===== src/rtl/irq_ctrl_pkg.sv =====
// Shared definitions for the timer/device interrupt controller.
// Register offsets decoded from Addr_In[3:2]:
//   PEND, MASK, STAT, EOI. FSM state encodings are IDLE, REQ and SVC.
package irq_ctrl_pkg;

  localparam logic [1:0] ADDR_PEND = 2'd0;
  localparam logic [1:0] ADDR_MASK = 2'd1;
  localparam logic [1:0] ADDR_STAT = 2'd2;
  localparam logic [1:0] ADDR_EOI  = 2'd3;

  typedef enum logic [1:0] {
    ST_IDLE = 2'd0,
    ST_REQ  = 2'd1,
    ST_SVC  = 2'd2
  } state_e;

endpackage


===== src/rtl/irq_prio_enc.sv =====
// Fixed-priority encoder: returns the lowest set index of vec_i.
// Latency: combinational. Backpressure: none.
// Ports: vec_i request vector; idx_o winning index; vld_o any bit set.
module irq_prio_enc #(
  parameter int N = 6
) (
  input  logic [N-1:0] vec_i,
  output logic [2:0]   idx_o,
  output logic         vld_o
);

  always_comb begin
    idx_o = '0;
    vld_o = |vec_i;
    // Walk from the top down so the lowest set index is written last.
    for (int i = N - 1; i >= 0; i--) begin
      if (vec_i[i]) idx_o = 3'(i);
    end
  end

endmodule


===== src/rtl/timer_irq_controller.sv =====
// Interrupt controller: latches/masks sources, raises one request to CP0 by fixed priority.
// Latency: level source -> IRQ_Out one edge later; edge source -> two edges (via PEND flop).
// Backpressure: one outstanding request; blocks new requests from ack until a matching EOI write.
// Ports: clk/reset; bridge register port Addr_In/WE/Data_In/Data_Out; Src_IRQ raw lines;
//        Int_Ack from CP0; IRQ_Out/Vec_Out request and source index to CP0.
module timer_irq_controller #(
  parameter int                 NUM_SRC   = 6,
  parameter logic [NUM_SRC-1:0] EDGE_MASK = '0
) (
  input  logic               clk,
  input  logic               reset,
  input  logic [3:2]         Addr_In,
  input  logic               WE,
  input  logic [31:0]        Data_In,
  output logic [31:0]        Data_Out,
  input  logic [NUM_SRC-1:0] Src_IRQ,
  input  logic               Int_Ack,
  output logic               IRQ_Out,
  output logic [2:0]         Vec_Out
);
  import irq_ctrl_pkg::*;

  state_e             state_q, state_d;
  logic [NUM_SRC-1:0] pend_q, pend_d;
  logic [NUM_SRC-1:0] mask_q, mask_d;
  logic [NUM_SRC-1:0] prev_q;
  logic               irq_q, irq_d;
  logic [2:0]         vec_q, vec_d;

  logic [NUM_SRC-1:0] pend_view, elig, rise, w1c, ack_clr;
  logic [2:0]         win;
  logic               win_vld;
  logic               wr_pend, wr_mask, wr_eoi, ack_take;
  logic               unused_data;

  assign unused_data = ^Data_In[31:NUM_SRC];

  assign wr_pend = WE && (Addr_In == ADDR_PEND);
  assign wr_mask = WE && (Addr_In == ADDR_MASK);
  assign wr_eoi  = WE && (Addr_In == ADDR_EOI);
  assign ack_take = (state_q == ST_REQ) && Int_Ack;

  // Level bits bypass the PEND flop entirely; only edge bits are latched.
  assign pend_view = (pend_q & EDGE_MASK) | (Src_IRQ & ~EDGE_MASK);
  assign elig      = pend_view & mask_q;
  assign rise      = Src_IRQ & ~prev_q;
  assign w1c       = wr_pend ? Data_In[NUM_SRC-1:0] : '0;

  always_comb begin
    ack_clr = '0;
    for (int i = 0; i < NUM_SRC; i++) begin
      ack_clr[i] = ack_take && (vec_q == 3'(i));
    end
  end

  // A new edge in the same cycle as a clear keeps the bit set.
  assign pend_d = EDGE_MASK & (rise | (pend_q & ~(w1c | ack_clr)));
  assign mask_d = wr_mask ? Data_In[NUM_SRC-1:0] : mask_q;

  irq_prio_enc #(.N(NUM_SRC)) u_prio (
    .vec_i (elig),
    .idx_o (win),
    .vld_o (win_vld)
  );

  always_comb begin
    state_d = state_q;
    irq_d   = irq_q;
    vec_d   = vec_q;
    case (state_q)
      ST_IDLE: begin
        if (win_vld) begin
          state_d = ST_REQ;
          irq_d   = 1'b1;
          vec_d   = win;
        end
      end
      ST_REQ: begin
        if (Int_Ack) begin
          state_d = ST_SVC;
          irq_d   = 1'b0;
        end else if (!win_vld) begin
          // Request withdrawn; Vec_Out keeps the last index.
          state_d = ST_IDLE;
          irq_d   = 1'b0;
        end else begin
          vec_d = win;
        end
      end
      ST_SVC: begin
        irq_d = 1'b0;
        if (wr_eoi && (Data_In[2:0] == vec_q)) state_d = ST_IDLE;
      end
      default: begin
        state_d = ST_IDLE;
        irq_d   = 1'b0;
      end
    endcase
  end

  always_ff @(posedge clk or negedge reset) begin
    if (!reset) begin
      state_q <= ST_IDLE;
      pend_q  <= '0;
      mask_q  <= '0;
      prev_q  <= '0;
      irq_q   <= 1'b0;
      vec_q   <= '0;
    end else begin
      state_q <= state_d;
      pend_q  <= pend_d;
      mask_q  <= mask_d;
      prev_q  <= Src_IRQ;
      irq_q   <= irq_d;
      vec_q   <= vec_d;
    end
  end

  always_comb begin
    Data_Out = '0;
    case (Addr_In)
      ADDR_PEND: Data_Out = 32'(pend_view);
      ADDR_MASK: Data_Out = 32'(mask_q);
      ADDR_STAT: Data_Out = {22'b0, state_q, 5'b0, vec_q};
      ADDR_EOI:  Data_Out = 32'(Src_IRQ);
      default:   Data_Out = '0;
    endcase
  end

  assign IRQ_Out = irq_q;
  assign Vec_Out = vec_q;

endmodule

===== config.mk =====
export PLATFORM = sky130hd
export DESIGN_NAME = timer_irq_controller
export DESIGN_NICKNAME = d
export VERILOG_FILES = /design/src/rtl/irq_ctrl_pkg.sv /design/src/rtl/irq_prio_enc.sv /design/src/rtl/timer_irq_controller.sv
export SDC_FILE = /design/constraint.sdc
export NUM_CORES = 1
export LEC_CHECK = 0
export CAP_MARGIN = 10
export CORE_MARGIN = 3
export CORE_UTILIZATION = 30
export DETAILED_ROUTE_END_ITERATION = 7
export PLACE_DENSITY = 0.78
export SYNTH_ARGS = -nofsm -noshare
export SYNTH_HDL_FRONTEND = slang
export SYNTH_SLANG_ARGS = --single-unit

===== constraint.sdc =====
create_clock -name clk -period 1.67 [get_ports clk]
set_input_delay 0.334 -clock clk [delete_from_list [all_inputs] [get_ports clk]]
set_output_delay 0.334 -clock clk [all_outputs]
set_load 0.02 [all_outputs]

* Word level (Yosys, flattened, before mapping)
Cells that the tools add are included.
** Storage, ports and cells
- Flip-flop bits (word level) :: 12
- Output and inout bits :: 36
- Logic and storage cells :: 45
** Cells by class
- Equality and inequality tests :: 10
- Multiplexer cells :: 19
- Bitwise operators :: 1
- Reductions and logical operators :: 11
** Operators by type and width (number)
- $pmux W32 S3 :: 1
- $mux W3 :: 8
- $mux W2 :: 4
- $and A6 B6 Y6 :: 1
- $eq A2 B2 Y1 const B :: 3
- $ne A2 B2 Y1 const B :: 3
- $pmux W2 S3 :: 1
- $pmux W3 S2 :: 1
- $reduce_or A6 Y1 :: 1
- $eq A2 B1 Y1 const B :: 2
- $logic_not A2 Y1 :: 2
- $reduce_and A2 Y1 :: 2
- $eq A3 B3 Y1 :: 1
- $logic_and A1 B1 Y1 :: 3
- $mux W1 :: 3
- $ne A3 B3 Y1 const B :: 1
- $reduce_and A3 Y1 :: 1
- $pmux W1 S2 :: 1
- $reduce_bool A2 Y1 :: 1
- $reduce_or A2 Y1 :: 1

* Logic depth before layout (Yosys ltp)
- Depth in word-level cells :: 10
- Gate-level depth with buffers :: 5

* Hierarchy
A second synthesis with hierarchy kept.
** Unflattened totals
- Cells, all modules :: 102
- Area, all modules :: 954.7 um2
** By module, submodules not included
- timer_irq_controller :: instances 1, cells each 92, area an instance 902.1 um2
- irq_prio_enc :: instances 1, cells each 10, area an instance 52.6 um2

* Least setup slack after synthesis
No wires, ideal clock.
- Path kind :: input port to output port
- From :: in Addr_In[2] (netlist bit)
- To :: out Data_Out[1]
- Arrival :: 1.261 ns
- Setup slack :: 0.075 ns
- Stages on the path :: 4
- Buffers on the path :: 0
- Cell sequence :: inv_1 ha_1 a22oi_1 o21ai_0
** On the way
- Cells in the longest elaborated chain, start to end :: 3
- Elaborated cells on any way between the ends :: 6
** Ends and longest elaborated chain
- from (decl) :: line timer_irq_controller.sv:12 : input logic [3:2] Addr_In,
- $eq A2 B2 Y1 or $logic_not A2 Y1 (tied branches) :: line timer_irq_controller.sv:121 : case (Addr_In)
- $reduce_or A2 Y1 (no source line)
- $pmux W32 S3 * :: line timer_irq_controller.sv:121
- to (decl) :: line timer_irq_controller.sv:15 : output logic [31:0] Data_Out,
Every way passes the cells marked *; elsewhere a longest branch is shown, timed or not. The select of a mux whose other input is x is not followed.

* Worst setup path after layout
- From :: in Src_IRQ[1]
- To :: out Data_Out[1]
** On the way
- Cells in the longest elaborated chain, start to end :: 1
** Ends and longest elaborated chain
- from (decl) :: line timer_irq_controller.sv:16 : input logic [NUM_SRC-1:0] Src_IRQ,
- $pmux W32 S3 :: line timer_irq_controller.sv:121
No other way between the ends. The select of a mux whose other input is x is not followed.

==> summary.md <==
| Metric | Value |
|---|---|
| Status | `finished clean` |
| DP Worst Slack | `-0.859 ns` |
| GRT Residual Overflow | `0` |
| Final worst setup slack | `approximately 0.052 ns` |
| Share of the clock period used by the worst path | `a little over nine tenths` |
| Die Wd | `61.7 µm` |
| Crit Path Max Fanout | `2` |
| Slew HR | `a little over three fifths` |
| Vias post-DR | `roughly 900` |
| Slew Limit Fails | `0` |
| RSZ-0062 raised after global routing | `false` |
| Net Sw Frac | `between 30 and 40%` |
| Least-Margin Pin Slew | `0.552 ns` |
| Combinational share of power | `53.4%` |
| Vias in the first global route | `900` |
| Most frequent cells in the layout | `conb_1, buf_4, clkdlybuf4s50_1` |
| Detail-routed via count per cell | `between 4 and 5` |
| CTS tree | `yes` |
| Wirelength per Cell | `around 14 µm` |
| Max Fclk | `approximately 620 MHz` |
| Startpoint Class | `input pin` |
| Post-Route WL | `around 2600 µm` |
| Synth Register Bits | `12` |
| Initial core utilization | `32.7%` |
| Largest net degree at the start of global routing | `13` |
| Clock-pin slew on the worst setup and hold paths | `approximately 0.080 ns` |
| # placed instances | `~180` |
| Critical path endpoint category | `output pin` |
| # clock sinks | `12` |
| Leakage | `just under 0.0007 µW` |
| Core box area | `0.00285 mm²` |
| Die area | `~0.0038 mm²` |
| Arrival time worst endpoint | `1.28 ns` |
| Hold Worst Slack | `between 0.4 and 0.5 ns` |
| Antenna violations before repair | `0` |
| Max-cap check violation count | `0` |
| CTS H-tree depth | `1` |
| Flop pwr share | `between 30% and 40%` |
| WP data required | `1.34 ns` |
| TritonCTS Buffers | `3` |
| Min cycle time layout | `~1.6 ns` |
| Sequential-to-total area share from yosys stat | `32.2%` |
| Routed Antenna Nets | `0` |
| I/O pins | `80` |
| GP Congestion | `between 0.8 and 0.9` |
| Finish-stage setup viols | `0` |
| Yosys warns | `0` |
| Clk pwr share | `between 15 and 20%` |
| First-pass GRT wire length | `4040 µm` |
| Hold WC Path Type | `input pin to asynchronous set/reset pin` |
| Overall power | `between 1500 and 2000 µW` |
| Hpwl dp | `slightly below 2000 µm` |
| Commonest non-fill, non-tap cell in the layout | `conb_1` |
| Pre-Repair DR Iteration Count | `4` |
| CP Class | `input pin to output pin` |
| Antenna cell count | `0` |
| First DRT Iteration DRCs | `25` |
| R2r startpoint | `mask_q[0]` |
| Peak VDD IR | `795 µV` |
| Port Buffers | `29` |
| R2R Setup Slk | `0.17 ns` |
| Clock tree buffer depth | `2` |
| P_sw | `613 µW` |
| Fin cells | `~180` |
| Setup TNS | `0 ns` |
| Height of the die | `61.7 µm` |
| Layout cells sized above 1 | `about a third` |
| Layout Area Growth over Synthesis | `47.2%` |
| Final nets | `200` |
| Root Driver | `clkbuf_4` |
| Distinct cells, synth | `27` |
| Power per Cell Area | `between 1000 and 1500 mW/mm²` |
| Syn avg cell area | `between 9 and 10 µm²` |
| Worst Reg-to-Reg Cells | `5` |
| Tot GR Track Use | `14.6%` |
| DR DRC count | `0` |
| Post-Synthesis Cells | `100` |
| Post-Syn Area | `~930 µm²` |
| Worst skew pair latency | `between 0.2 and 0.3 ns` |
| Cell Rows | `19` |
| Reg-to-Reg End | `Vec_Out[0]` |
| Final Hold Viols | `0` |
| Setup Skew | `between 0.0015 and 0.002 ns` |
| Pint | `a little over 900 µW` |
[routing by layer]
metal / track usage (%) / vias up / share of wire [%]
met5: 0 / - / 0
met1: 16.2 / 437 / 38
met3: 1.65 / 4 / 8.5
met2: 28.3 / 61 / 53
met4: 5.45 / 0 / 0.97
li1: - / 400 / -
[cells in the mapped netlist, drive strengths merged]
cell type  number  area share (%)
a21oi           3             2.0
a22o            2             1.9
a22oi           7             7.7
a32oi           1            0.94
and2            3             2.3
buf            24              19
clkbuf          1            0.40
conb            1            0.40
dfrtp          12              32
ha              4             5.4
inv             4             1.6
mux2            7             8.9
nand2          14             5.6
nand3           2             1.1
nand4           2             1.3
nor2            1            0.40
nor2b           1            0.67
o21ai           6             3.2
o2bb2ai         1            0.94
o311ai          1            0.94
xnor2           1            0.94
xor2            2             1.9
[repair_timing]
action	4_1_cts	5_1_grt
hold buffers	0	0
gates resized for setup	57	6
endpoints found under the setup margin	17	6
buffers inserted	1	0
endpoints found under the hold margin	0	0
pin swaps	1	1
[sequential cells by signal, indices dropped and copies added (netlist names)]
register,flops
Vec_Out,3
state_q,2
mask_q,6
IRQ_Out,1
[power by group through the flow]
stage	logic, µW	registers (µW)	clock network [µW]
after floorplan	399	537	0
after global placement	803	471	0
after detailed placement	828	477	0
after CTS	812	472	237
after global routing	886	487	255
final	819	477	238
[cells by family (layout without fill, tap and decap cells)]
group                      after synthesis  in the layout  share of synthesized area (%)
AOI/OAI and AO/OA                       21             21                           17.6
and+or+nand+nor                         23             23                           11.4
muxes                                    7              7                           8.86
buffers and inverters                   29             57                           21.3
DFF                                     12             12                           32.2
xor gates and xnor gates                 3              3                           2.82
other                                    1             24                          0.402
adders and majority gates                4              4                           5.37
[per-stage QoR]
| stage | util [%] | cell area (µm²) |
|---|---|---|
| floorplan | - | 1020 |
| global placement | 45.8 | 1310 |
| detailed placement | 45.8 | 1310 |
| CTS | 48.0 | 1370 |
| global route | 48.1 | 1370 |
| finish | 48.1 | 1370 |
[worst max-delay path, stage by stage]
cell and delay (ns):
clkdlybuf4s50_1 0.51, a22oi_1 0.10, o21ai_0 0.15, buf_2 0.19
[cell type report]
cell class | instances | area, µm²
flip-flops and latches | 12 | 300
well taps | 31 | 38.8
multi-input cells | 82 | 561
fillers | 272 | 1480
inverters | 4 | 15.0
clock buffers | 4 | 36.3
repair buffers | 49 | 422
[worst max-delay path by stage]
stage	slack, ns	endpoint	from	depth (start not counted)
floorplan	0.08	Data_Out[1]	Addr_In[2]	4
detailed placement	-0.86	Data_Out[4]	Addr_In[3]	6
finish	0.05	Data_Out[1]	Src_IRQ[1]	4
CTS	0.02	Data_Out[0]	Src_IRQ[0]	4
global placement	-0.86	Data_Out[4]	Addr_In[3]	6
global route	0.02	IRQ_Out	IRQ_Out	1
Note: power is estimated with default switching activity, not from simulation.
